**config.mk**
```make
export PLATFORM = sky130hd
export DESIGN_NAME = regbank_mp_flat
export DESIGN_NICKNAME = d
export VERILOG_FILES = /design/src/rtl/regbank_mp_if.sv /design/src/rtl/regbank_mp.sv /design/src/flat_wrapper.sv
export SDC_FILE = /design/constraint.sdc
export NUM_CORES = 1
export LEC_CHECK = 0
export ABC_AREA = 1
export CAP_MARGIN = 10
export CORE_ASPECT_RATIO = 1.75
export CORE_MARGIN = 3
export CORE_UTILIZATION = 30
export DETAILED_ROUTE_END_ITERATION = 16
export GPL_TIMING_DRIVEN = 0
export HOLD_SLACK_MARGIN = 0.02
export PLACE_DENSITY_LB_ADDON = 0.2
export SLEW_MARGIN = 20
export SYNTH_ARGS = -nofsm -noshare
export SYNTH_HDL_FRONTEND = slang
export SYNTH_SLANG_ARGS = --single-unit
```
**constraint.sdc**
```tcl
create_clock -name clk -period 3.5 [get_ports clk]
set_clock_uncertainty 0.1 [all_clocks]
set_input_delay 0.7 -clock clk [delete_from_list [all_inputs] [get_ports clk]]
set_output_delay 0.7 -clock clk [all_outputs]
set_load 0.05 [all_outputs]
```
**src/rtl/regbank_mp_if.sv**
```systemverilog
// Bundle of read, write-back and scoreboard signals between the core pipeline
// (master) and the multi-port register bank (slave).
interface regbank_mp_if #(
  parameter int DATA_W   = 32,
  parameter int ADDR_W   = 4,
  parameter int RD_PORTS = 2
);
  // No valid/ready here. Every input is sampled on each rising clk edge.
  // wa_we/wb_we/pend_set qualify their address/data for that edge only.
  // Read results appear one edge later.
  logic [RD_PORTS*ADDR_W-1:0] rd_addr;
  logic [RD_PORTS*DATA_W-1:0] rd_data;
  logic [RD_PORTS-1:0]        rd_pending;
  logic                       hold;
  logic                       clear;
  logic                       wa_we;
  logic [ADDR_W-1:0]          wa_addr;
  logic [DATA_W-1:0]          wa_data;
  logic                       wb_we;
  logic [ADDR_W-1:0]          wb_addr;
  logic [DATA_W-1:0]          wb_data;
  logic                       pend_set;
  logic [ADDR_W-1:0]          pend_addr;
  logic                       pend_any;

  modport master (
    output rd_addr, hold, clear, wa_we, wa_addr, wa_data,
           wb_we, wb_addr, wb_data, pend_set, pend_addr,
    input  rd_data, rd_pending, pend_any
  );

  modport slave (
    input  rd_addr, hold, clear, wa_we, wa_addr, wa_data,
           wb_we, wb_addr, wb_data, pend_set, pend_addr,
    output rd_data, rd_pending, pend_any
  );
endinterface

```
**src/rtl/regbank_mp.sv**
```systemverilog
// Multi-port register bank: N registered read ports with write-through bypass,
// two write-back ports (A wins on collision) and a per-register pending scoreboard.
module regbank_mp #(
  parameter int DATA_W   = 32,
  parameter int ADDR_W   = 4,
  parameter int RD_PORTS = 2,
  parameter int ZERO_REG = 1
) (
  input  logic          clk,
  input  logic          reset,
  regbank_mp_if.slave   bus
);
  localparam int NREGS = 2 ** ADDR_W;

  logic [DATA_W-1:0]          regs [NREGS];
  logic [NREGS-1:0]           sb_q;
  logic [NREGS-1:0]           sb_d;
  logic                       wa_ok;
  logic                       wb_ok;
  logic [RD_PORTS*DATA_W-1:0] rd_data_d;
  logic [RD_PORTS*DATA_W-1:0] rd_data_q;
  logic [RD_PORTS-1:0]        rd_pend_d;
  logic [RD_PORTS-1:0]        rd_pend_q;
  logic                       pend_any_q;

  // Port B is suppressed when A targets the same register so A wins.
  assign wa_ok = bus.wa_we && !((ZERO_REG != 0) && (bus.wa_addr == '0));
  assign wb_ok = bus.wb_we && !((ZERO_REG != 0) && (bus.wb_addr == '0))
                 && !(wa_ok && (bus.wb_addr == bus.wa_addr));

  always_comb begin
    sb_d = sb_q;
    if (wa_ok)        sb_d[bus.wa_addr]   = 1'b0;
    if (wb_ok)        sb_d[bus.wb_addr]   = 1'b0;
    if (bus.pend_set) sb_d[bus.pend_addr] = 1'b1;
    if (ZERO_REG != 0) sb_d[0] = 1'b0;
  end

  always_ff @(posedge clk) begin
    if (reset) begin
      for (int r = 0; r < NREGS; r++) regs[r] <= '0;
      sb_q <= '0;
    end else begin
      if (wa_ok) regs[bus.wa_addr] <= bus.wa_data;
      if (wb_ok) regs[bus.wb_addr] <= bus.wb_data;
      sb_q <= sb_d;
    end
  end

  for (genvar i = 0; i < RD_PORTS; i++) begin : g_rd
    logic [ADDR_W-1:0] addr;
    logic [DATA_W-1:0] d_next;

    assign addr = bus.rd_addr[i*ADDR_W +: ADDR_W];

    // Same-edge writes bypass the array so the result is already current.
    always_comb begin
      d_next = regs[addr];
      if ((ZERO_REG != 0) && (addr == '0))         d_next = '0;
      else if (bus.wa_we && (bus.wa_addr == addr)) d_next = bus.wa_data;
      else if (bus.wb_we && (bus.wb_addr == addr)) d_next = bus.wb_data;
    end

    assign rd_data_d[i*DATA_W +: DATA_W] = d_next;
    assign rd_pend_d[i]                  = sb_d[addr];
  end

  always_ff @(posedge clk) begin
    if (reset || bus.clear) begin
      rd_data_q <= '0;
      rd_pend_q <= '0;
    end else if (!bus.hold) begin
      rd_data_q <= rd_data_d;
      rd_pend_q <= rd_pend_d;
    end
  end

  always_ff @(posedge clk) begin
    if (reset) pend_any_q <= 1'b0;
    else       pend_any_q <= |sb_d;
  end

  assign bus.rd_data    = rd_data_q;
  assign bus.rd_pending = rd_pend_q;
  assign bus.pend_any   = pend_any_q;
endmodule

```
**src/flat_wrapper.sv**
```systemverilog
// flat-port wrapper written by rule: the top's interface ports become plain ports
module regbank_mp_flat 
#(
  parameter int DATA_W   = 32,
  parameter int ADDR_W   = 4,
  parameter int RD_PORTS = 2,
  parameter int ZERO_REG = 1
)
  (clk, reset, bus_rd_addr, bus_hold, bus_clear, bus_wa_we, bus_wa_addr, bus_wa_data, bus_wb_we, bus_wb_addr, bus_wb_data, bus_pend_set, bus_pend_addr, bus_rd_data, bus_rd_pending, bus_pend_any);
  regbank_mp_if #(.DATA_W(DATA_W), .ADDR_W(ADDR_W), .RD_PORTS(RD_PORTS)) bus_i ();
  input  logic clk;
  input  logic reset;
  input wire logic [$bits(bus_i.rd_addr)-1:0] bus_rd_addr;
  input wire logic [$bits(bus_i.hold)-1:0] bus_hold;
  input wire logic [$bits(bus_i.clear)-1:0] bus_clear;
  input wire logic [$bits(bus_i.wa_we)-1:0] bus_wa_we;
  input wire logic [$bits(bus_i.wa_addr)-1:0] bus_wa_addr;
  input wire logic [$bits(bus_i.wa_data)-1:0] bus_wa_data;
  input wire logic [$bits(bus_i.wb_we)-1:0] bus_wb_we;
  input wire logic [$bits(bus_i.wb_addr)-1:0] bus_wb_addr;
  input wire logic [$bits(bus_i.wb_data)-1:0] bus_wb_data;
  input wire logic [$bits(bus_i.pend_set)-1:0] bus_pend_set;
  input wire logic [$bits(bus_i.pend_addr)-1:0] bus_pend_addr;
  output wire logic [$bits(bus_i.rd_data)-1:0] bus_rd_data;
  output wire logic [$bits(bus_i.rd_pending)-1:0] bus_rd_pending;
  output wire logic [$bits(bus_i.pend_any)-1:0] bus_pend_any;
  assign bus_i.rd_addr = bus_rd_addr;
  assign bus_i.hold = bus_hold;
  assign bus_i.clear = bus_clear;
  assign bus_i.wa_we = bus_wa_we;
  assign bus_i.wa_addr = bus_wa_addr;
  assign bus_i.wa_data = bus_wa_data;
  assign bus_i.wb_we = bus_wb_we;
  assign bus_i.wb_addr = bus_wb_addr;
  assign bus_i.wb_data = bus_wb_data;
  assign bus_i.pend_set = bus_pend_set;
  assign bus_i.pend_addr = bus_pend_addr;
  assign bus_rd_data = bus_i.rd_data;
  assign bus_rd_pending = bus_i.rd_pending;
  assign bus_pend_any = bus_i.pend_any;
  regbank_mp #(.DATA_W(DATA_W), .ADDR_W(ADDR_W), .RD_PORTS(RD_PORTS), .ZERO_REG(ZERO_REG)) u_core (.clk(clk), .reset(reset), .bus(bus_i));
endmodule
```
==> impl_metrics.ini, run 1 <==
[run_status]
run_status = finished, violations left
failed_checks = negative setup slack

[synthesis]
yosys-top-cells-count = 628 x sky130_fd_sc_hd__nand2_1, 512 x sky130_fd_sc_hd__edfxtp_1, 486 x sky130_fd_sc_hd__o22ai_1, 376 x sky130_fd_sc_hd__inv_1, 346 x sky130_fd_sc_hd__a21oi_1
synthTopCellsByArea = sky130_fd_sc_hd__edfxtp_1 46%, sky130_fd_sc_hd__o22ai_1 9.1%, sky130_fd_sc_hd__nand2_1 7.1%, sky130_fd_sc_hd__o221ai_1 5.4%, sky130_fd_sc_hd__a21oi_1 5.2%
synth-edff-count = 512
synth_seq_area_share = 0.510
async_flop_share = 0
synthDistinctLibCells = 34
synth_top_cell_by_area = sky130_fd_sc_hd__edfxtp_1
synthesis.area_per_instance_um2 = 8.75
synthesis.area_um2 = 33400
yosysMostFrequentCell = sky130_fd_sc_hd__nand2_1
synth-seq-cells = 594
synth_top_area_frac = 0.461
synth-main-ff-cell = sky130_fd_sc_hd__edfxtp_1
netlist_instances = 3814
yosys_warnings = 0

[power_and_ir_drop]
power.static_leakage_nw = 14.1
power.share.clock = 0.369
power.sequential.fraction = 0.449
p_sw_mw = 5.97
power_density_cells_nw_per_um2 = 473
swShare = 0.322
power_report.internal_total_mw = 12.6
comb_power_share = 0.181
ir_drop_mv = 0.395

[cts]
clk_transition_reported_paths_ps = 70
worst_skew_pair.late_latency_ps = 710
cts.sink_count = 594
tritoncts = built
cts_inserted_buffers = 59
cts-root-buf = sky130_fd_sc_hd__clkbuf_16
clock_tree.htree_level_count = 2
maximum_root_to_sink_buffer_count = 3

[timing]
report.final.slew_viol_count = 0
finalHoldWorstSlack_ps = 339
rsz0062_at_grt = true
worst-slew-pin-transition_ps = 1280
slew_headroom = 0.144
period_share = 1.02
fin_ws_ps = -55.0
report.final.hold_viol_count = 0
timing.final.crit_period_ps = 3550
fmax_ghz = 0.281
total_of_endpoints_with_negative_setup_slack_in_the_final_report = 35

[route]
vias_per_cell = 6.12
dr.pass1.iters = 8
drt_iter0_markers = 4359
via_count = 34200
routed_wirelength_um = 195000
post_drt_wl_per_cell_um = 34.9
postRouteAntennaNets = 0
post_route_drc_violation_count = 0

[critical_path]
crit_required_ps = 3950
cp-end-kind = flop
setup.worst_path.class = input port to flop
worst_setup_sp_type = input port
critical_path_arrival_ps = 4000
crit_fanout = 10
rrSetupSlack_ps = 1290

[placement]
place_hpwl_um = 149000
globalplace.congestion = 1.03
dpl-instance-area_um2 = 37200
portBuffers = 149
numPlacedInstances = 5470

[die]
pin_count = 158
core_area_um2 = 110000
die_area_um2 = 115000
fp.dieW_um = 258
placementRows = 161
die_h_um = 447
start_util = 0.303

[global_route]
largest_net_degree_at_the_start_of_global_routing = 33
grt_first_pass_wirelength_um = 262000
busiest_layer = met2
grt_overflow_total = 0
grt_pass1_vias = 32600
number_of_antenna_violations_at_the_first_check_in_global_routing = 16
use_met3 = 0.0690
globalRouteMet1Util = 0.358
use_met2 = 0.548
global_route.usage.total = 0.328

[layout]
instances_no_fill = 5590
design.final.nets = 4159
area_growth_syn_to_layout_pct = 17.6
postLayoutCellArea_um2 = 39200
post_route_cells_drive_above_1_share = 0.0751
regArea_um2 = 17000
layout.filler_cells = 11500
multiInputGateArea_um2 = 13400

[job]
maxCapViolations = 0

[worst_hold_path]
worst_hold_path_type = input port to flop
[metal layers]
layer / routed length [um] / vias to the layer above
met4: 19600 / 10
met5: 63 / -
li1: - / 14500
met1: 65700 / 16500
met2: 91700 / 2399
met3: 18200 / 756
[state kept, by name, indices dropped and copies added, names as in the netlist]
signal	flops
u_core.sb_q	15
u_core.bus.pend_any	1
u_core.bus.rd_pending	2
u_core.bus.rd_data	64
u_core.regs	512
[critical path: stages]
cell	delay, ps
sky130_fd_sc_hd__clkdlybuf4s50_1	550
sky130_fd_sc_hd__clkinvlp_4	430
sky130_fd_sc_hd__nand2_1	190
sky130_fd_sc_hd__a221oi_1	90
sky130_fd_sc_hd__nand3b_1	380
sky130_fd_sc_hd__clkbuf_1	740
sky130_fd_sc_hd__nand4_1	460
sky130_fd_sc_hd__o21ai_0	200
sky130_fd_sc_hd__nand2_1	80
sky130_fd_sc_hd__nand2_1	100
sky130_fd_sc_hd__a21oi_1	60
[per-stage QoR]
| stage | TNS, ps | util | power, mW | worst slack [ps] |
|---|---|---|---|---|
| floorplan | 0 | - | 10.1 | 269 |
| global route | -38.9 | 0.356 | 18.9 | -20.6 |
| finish | -821 | 0.356 | 18.5 | -55.0 |
| CTS | 0 | 0.355 | 18.3 | 6.67 |
| detailed placement | -342130 | 0.337 | 11.7 | -928 |
| global placement | -896960 | 0.334 | 11.6 | -2280 |
[final timing paths]
path	startpoint	endpoint	cells after the start
hold / removal	reset	u_core.sb_q[6]	2
setup / recovery	bus_rd_addr[2]	u_core.bus.rd_data[18]	11
setup reg to reg	u_core.regs[10][30]	u_core.bus.rd_data[30]	10
hold reg to reg	u_core.bus.rd_data[25]	u_core.bus.rd_data[25]	2
[power by group through the flow]
stage	combinational, mW	sequential [mW]	clock [mW]
2_1_floorplan	1.56	8.55	0
3_3_place_gp	3.14	8.50	0
3_5_place_dp	3.19	8.48	0
4_1_cts	3.21	8.33	6.81
5_1_grt	3.46	8.37	7.05
6_report	3.36	8.34	6.85
[timing repair]
action	4_1_cts	5_1_grt
pin swaps	2	1
setup endpoints to repair	157	70
resized for setup	7	15
hold buffers	0	0
setup buffers	0	2
cloned	2	0
[layout by cell type (no fill, tap or decap), types with 3 or more instances in the layout]
cell type	instances
sky130_fd_sc_hd__nand2_1	628
sky130_fd_sc_hd__edfxtp_1	512
sky130_fd_sc_hd__o22ai_1	486
sky130_fd_sc_hd__inv_1	375
sky130_fd_sc_hd__a21oi_1	346
sky130_fd_sc_hd__o21ai_0	256
sky130_fd_sc_hd__clkbuf_1	239
sky130_fd_sc_hd__o221ai_1	204
sky130_fd_sc_hd__nor2_1	165
sky130_fd_sc_hd__clkdlybuf4s50_1	149
sky130_fd_sc_hd__buf_2	114
sky130_fd_sc_hd__o211ai_1	103
sky130_fd_sc_hd__dfxtp_1	82
sky130_fd_sc_hd__nand3_1	71
sky130_fd_sc_hd__clkbuf_16	63
sky130_fd_sc_hd__clkinv_1	50
sky130_fd_sc_hd__nand4_1	37
sky130_fd_sc_hd__o2111ai_1	34
sky130_fd_sc_hd__conb_1	32
sky130_fd_sc_hd__nand3_4	22
sky130_fd_sc_hd__clkbuf_2	19
sky130_fd_sc_hd__inv_2	16
sky130_fd_sc_hd__buf_4	14
sky130_fd_sc_hd__clkinv_2	14
sky130_fd_sc_hd__nand3b_1	13
sky130_fd_sc_hd__nand3_2	10
sky130_fd_sc_hd__buf_1	9
sky130_fd_sc_hd__o21ai_1	7
sky130_fd_sc_hd__buf_12	7
sky130_fd_sc_hd__diode_2	6
sky130_fd_sc_hd__clkinvlp_4	5
sky130_fd_sc_hd__bufinv_16	4
sky130_fd_sc_hd__a221oi_1	3
sky130_fd_sc_hd__nor3_1	3
sky130_fd_sc_hd__buf_16	3
[area by class of cell]
class / count / area share
flip-flops and latches: 594 / 0.434
multi-input cells: 2434 / 0.341
well taps: 1467 / 0.0468
repair buffers: 160 / 0.0439
plain buffers: 385 / 0.0425
clock buffers: 75 / 0.0419
inverters: 434 / 0.0416
clock inverters: 35 / 0.00756
diodes: 6 / 0.000383
[cell families (layout without fill, tap and decap cells)]
family / after synthesis / after routing / synth area share
compound gates: 1443 / 1443 / 0.270
simple gates: 955 / 957 / 0.121
buf+inv: 819 / 1089 / 0.0981
flops: 594 / 594 / 0.510
xor+xnor: 2 / 2 / 0.000525
other cells: 1 / 38 / 0.000112
Note: power is estimated with default switching activity, not from simulation.
==> run 2, diff against run 1 <==
--- a/config.mk
+++ b/config.mk
@@ -10,11 +10,11 @@
 export CORE_ASPECT_RATIO = 1.75
 export CORE_MARGIN = 3
 export CORE_UTILIZATION = 30
+export CTS_CLUSTER_SIZE = 12
 export DETAILED_ROUTE_END_ITERATION = 16
 export GPL_TIMING_DRIVEN = 0
 export HOLD_SLACK_MARGIN = 0.02
-export PLACE_DENSITY_LB_ADDON = 0.2
-export SLEW_MARGIN = 20
+export PLACE_DENSITY = 0.47
 export SYNTH_ARGS = -nofsm -noshare
 export SYNTH_HDL_FRONTEND = slang
 export SYNTH_SLANG_ARGS = --single-unit
==> run 2 against run 1 <==
The flow still finishes with violations (negative setup slack). Power down 0.48%. Critical path depth unchanged. Setup slack worse by 34 ps. Clock power down 2%. Wire length about the same. Die area unchanged. Combinational power about the same. Critical path type unchanged. Critical endpoint is now u_core.bus.rd_data[9]. Largest cell class unchanged.
==> impl_metrics.ini, run 2 (same netlist as run 1, synthesis figures left out) <==
[run_status]
run_status = finished, violations left
failed_checks = negative setup slack

[layout]
layout.filler_cells = 11600
layout.core_utilization = 0.355
layout.cells.most_common = sky130_fd_sc_hd__nand2_1
top_register = u_core.regs
largest_register_ffs = 512
area_growth_syn_to_layout_pct = 17.3
post_route_cells_drive_above_1_share = 0.0694
mostFrequentLayoutCells = 628 x sky130_fd_sc_hd__nand2_1, 512 x sky130_fd_sc_hd__edfxtp_1, 486 x sky130_fd_sc_hd__o22ai_1
design.final.nets = 4165

[timing]
finalHoldWorstSlack_ps = 352
period_share = 1.03
fin_ws_ps = -88.5
total_of_endpoints_with_negative_setup_slack_in_the_final_report = 25
report.final.hold_viol_count = 0
report.final.slew_viol_count = 0
fmax_ghz = 0.279
worst-slew-pin-transition_ps = 1370
slew_headroom = 0.0866
timing.final.crit_period_ps = 3590
rsz0062_at_grt = true

[route]
vias_per_cell = 6.13
post_route_drc_violation_count = 0
routed_wirelength_um = 195000
dr.pass1.iters = 6
drt_iter0_markers = 4394
post_drt_wl_per_cell_um = 34.9
postRouteAntennaNets = 0
via_count = 34300

[die]
core_area_um2 = 110000
placementRows = 161
fp.dieW_um = 258
die_h_um = 447
start_util = 0.303
die_area_um2 = 115000
pin_count = 158

[critical_path]
cp_slowest_stage_delay_ps = 810
worstSetupStartpoint = bus_rd_addr[2]
worst_setup_sp_type = input port
cp-end-kind = flop
worst_r2r_dst = u_core.bus.rd_data[21]
timing.critical_path.cells = clkdlybuf4s50_1 > clkinvlp_4 > nand2_1 > a221oi_1 > nand3b_1 > clkbuf_1 > nand4_1 > o21ai_0 > nand2_1 > nand2_1 > a21oi_1
cpLargestDelayFamily = buffers and inverters
critical_path_arrival_ps = 4050
cp_common_cell = sky130_fd_sc_hd__nand2_1
crit_end = u_core.bus.rd_data[9]
critical-path-slowest-cell = sky130_fd_sc_hd__clkbuf_1
crit_required_ps = 3970
setup.worst_path.class = input port to flop
path_depth = 11
rrSetupSlack_ps = 1300
crit_fanout = 10
worst_r2r_startpoint = u_core.regs[7][21]
critical_path.n_buffers_inverters = 3
worst_r2r_path_depth = 10

[power_and_ir_drop]
comb_power_share = 0.183
ir_drop_mv = 0.404
total_power_mw = 18.5
power.sequential.fraction = 0.452
power.share.clock = 0.365
power_report.internal_total_mw = 12.5
p_sw_mw = 5.91
power.static_leakage_nw = 14.0
power_density_cells_nw_per_um2 = 472
swShare = 0.320

[placement]
portBuffers = 149
dp_worst_setup_slack_ps = -994
globalplace.congestion = 1.00
place_hpwl_um = 153000

[global_route]
largest_net_degree_at_the_start_of_global_routing = 29
number_of_antenna_violations_at_the_first_check_in_global_routing = 8
grt_overflow_total = 0
global_route.usage.total = 0.328
grt_pass1_vias = 32800
grt_first_pass_wirelength_um = 263000

[cts]
worst_skew_pair.late_latency_ps = 710
tritoncts = built
maximum_root_to_sink_buffer_count = 3
cts_resized = 6
cts.sink_count = 594
clock_tree.htree_level_count = 2
cts_inserted_buffers = 60
cts-root-buf = sky130_fd_sc_hd__clkbuf_16
postCtsHoldBufs = 0
clk_transition_reported_paths_ps = 70
post_cts_buffers = 0

[worst_hold_path]
worst_hold_path_type = flop to flop

[job]
maxCapViolations = 0
## run 2: changes by cell type in the layout (fill, tap and decap cells not counted), moves of 3 or more
cell,before,now
sky130_fd_sc_hd__clkbuf_2,19,6
sky130_fd_sc_hd__clkinvlp_4,5,1
sky130_fd_sc_hd__nand3_2,10,19
sky130_fd_sc_hd__clkbuf_8,2,6
sky130_fd_sc_hd__clkinv_2,14,5
sky130_fd_sc_hd__buf_16,3,0
sky130_fd_sc_hd__buf_12,7,16
sky130_fd_sc_hd__diode_2,6,9
sky130_fd_sc_hd__clkbuf_1,239,268
sky130_fd_sc_hd__clkinv_1,50,45
sky130_fd_sc_hd__nand3_4,22,10
## run 2: worst min-delay path by stage
stage	start	depth (start not counted)	slack, ps	to
4_1_cts	u_core.bus.rd_data[25]	2	360	u_core.bus.rd_data[25]
5_1_grt	u_core.bus.rd_data[52]	2	380	u_core.bus.rd_data[52]
2_1_floorplan	u_core.sb_q[12]	2	370	u_core.sb_q[12]
3_3_place_gp	u_core.bus.rd_data[25]	2	350	u_core.bus.rd_data[25]
6_report	u_core.bus.rd_data[25]	2	350	u_core.bus.rd_data[25]
3_5_place_dp	u_core.bus.rd_data[25]	2	350	u_core.bus.rd_data[25]
## run 2: power by group through the flow
stage / logic [mW] / registers (mW) / clock network (mW)
floorplan: 1.56 / 8.55 / 0
global placement: 3.17 / 8.51 / 0
detailed placement: 3.22 / 8.49 / 0
CTS: 3.23 / 8.34 / 6.70
global route: 3.47 / 8.38 / 6.94
finish: 3.38 / 8.35 / 6.73
## run 2: area by class of cell
type | count | area [um2] | area share
antenna | 9 | 22.5 | 0.000575
clock buffer | 96 | 1760 | 0.0450
timing repair buffer | 167 | 1840 | 0.0471
sequential | 594 | 17000 | 0.435
tap | 1467 | 1840 | 0.0469
inverter | 434 | 1630 | 0.0417
clock inverter | 12 | 114 | 0.00291
multi-input combinational | 2432 | 13300 | 0.339
buffer | 385 | 1650 | 0.0423
## run 2: metrics by stage
step                      setup TNS, ps  cells  area [um2]
after floorplan                       0   3845       33500
after global placement          -816990   5461       36800
after detailed placement        -189920   5477       37200
after CTS                             0   5585       39100
after global routing             -0.780   5588       39100
final                              -779   5596       39100
## run 2: layer usage
metal / track usage / vias up / share of wire
met5: 0 / - / 0.00018
met4: 0.241 / 6 / 0.091
met3: 0.0547 / 717 / 0.081
met2: 0.568 / 2345 / 0.48
met1: 0.361 / 16700 / 0.34
li1: - / 14500 / -
## run 2: worst reg2reg max path, stage by stage (launching register included)
cell                       delay, ps
sky130_fd_sc_hd__edfxtp_1        450
sky130_fd_sc_hd__inv_1           140
sky130_fd_sc_hd__a21oi_1         110
sky130_fd_sc_hd__o21ai_0         120
sky130_fd_sc_hd__o221ai_1        270
sky130_fd_sc_hd__nand2_1         140
sky130_fd_sc_hd__nand4_1         300
sky130_fd_sc_hd__o21ai_0         200
sky130_fd_sc_hd__nand2_1          70
sky130_fd_sc_hd__nand2_1          80
sky130_fd_sc_hd__a21oi_1          60
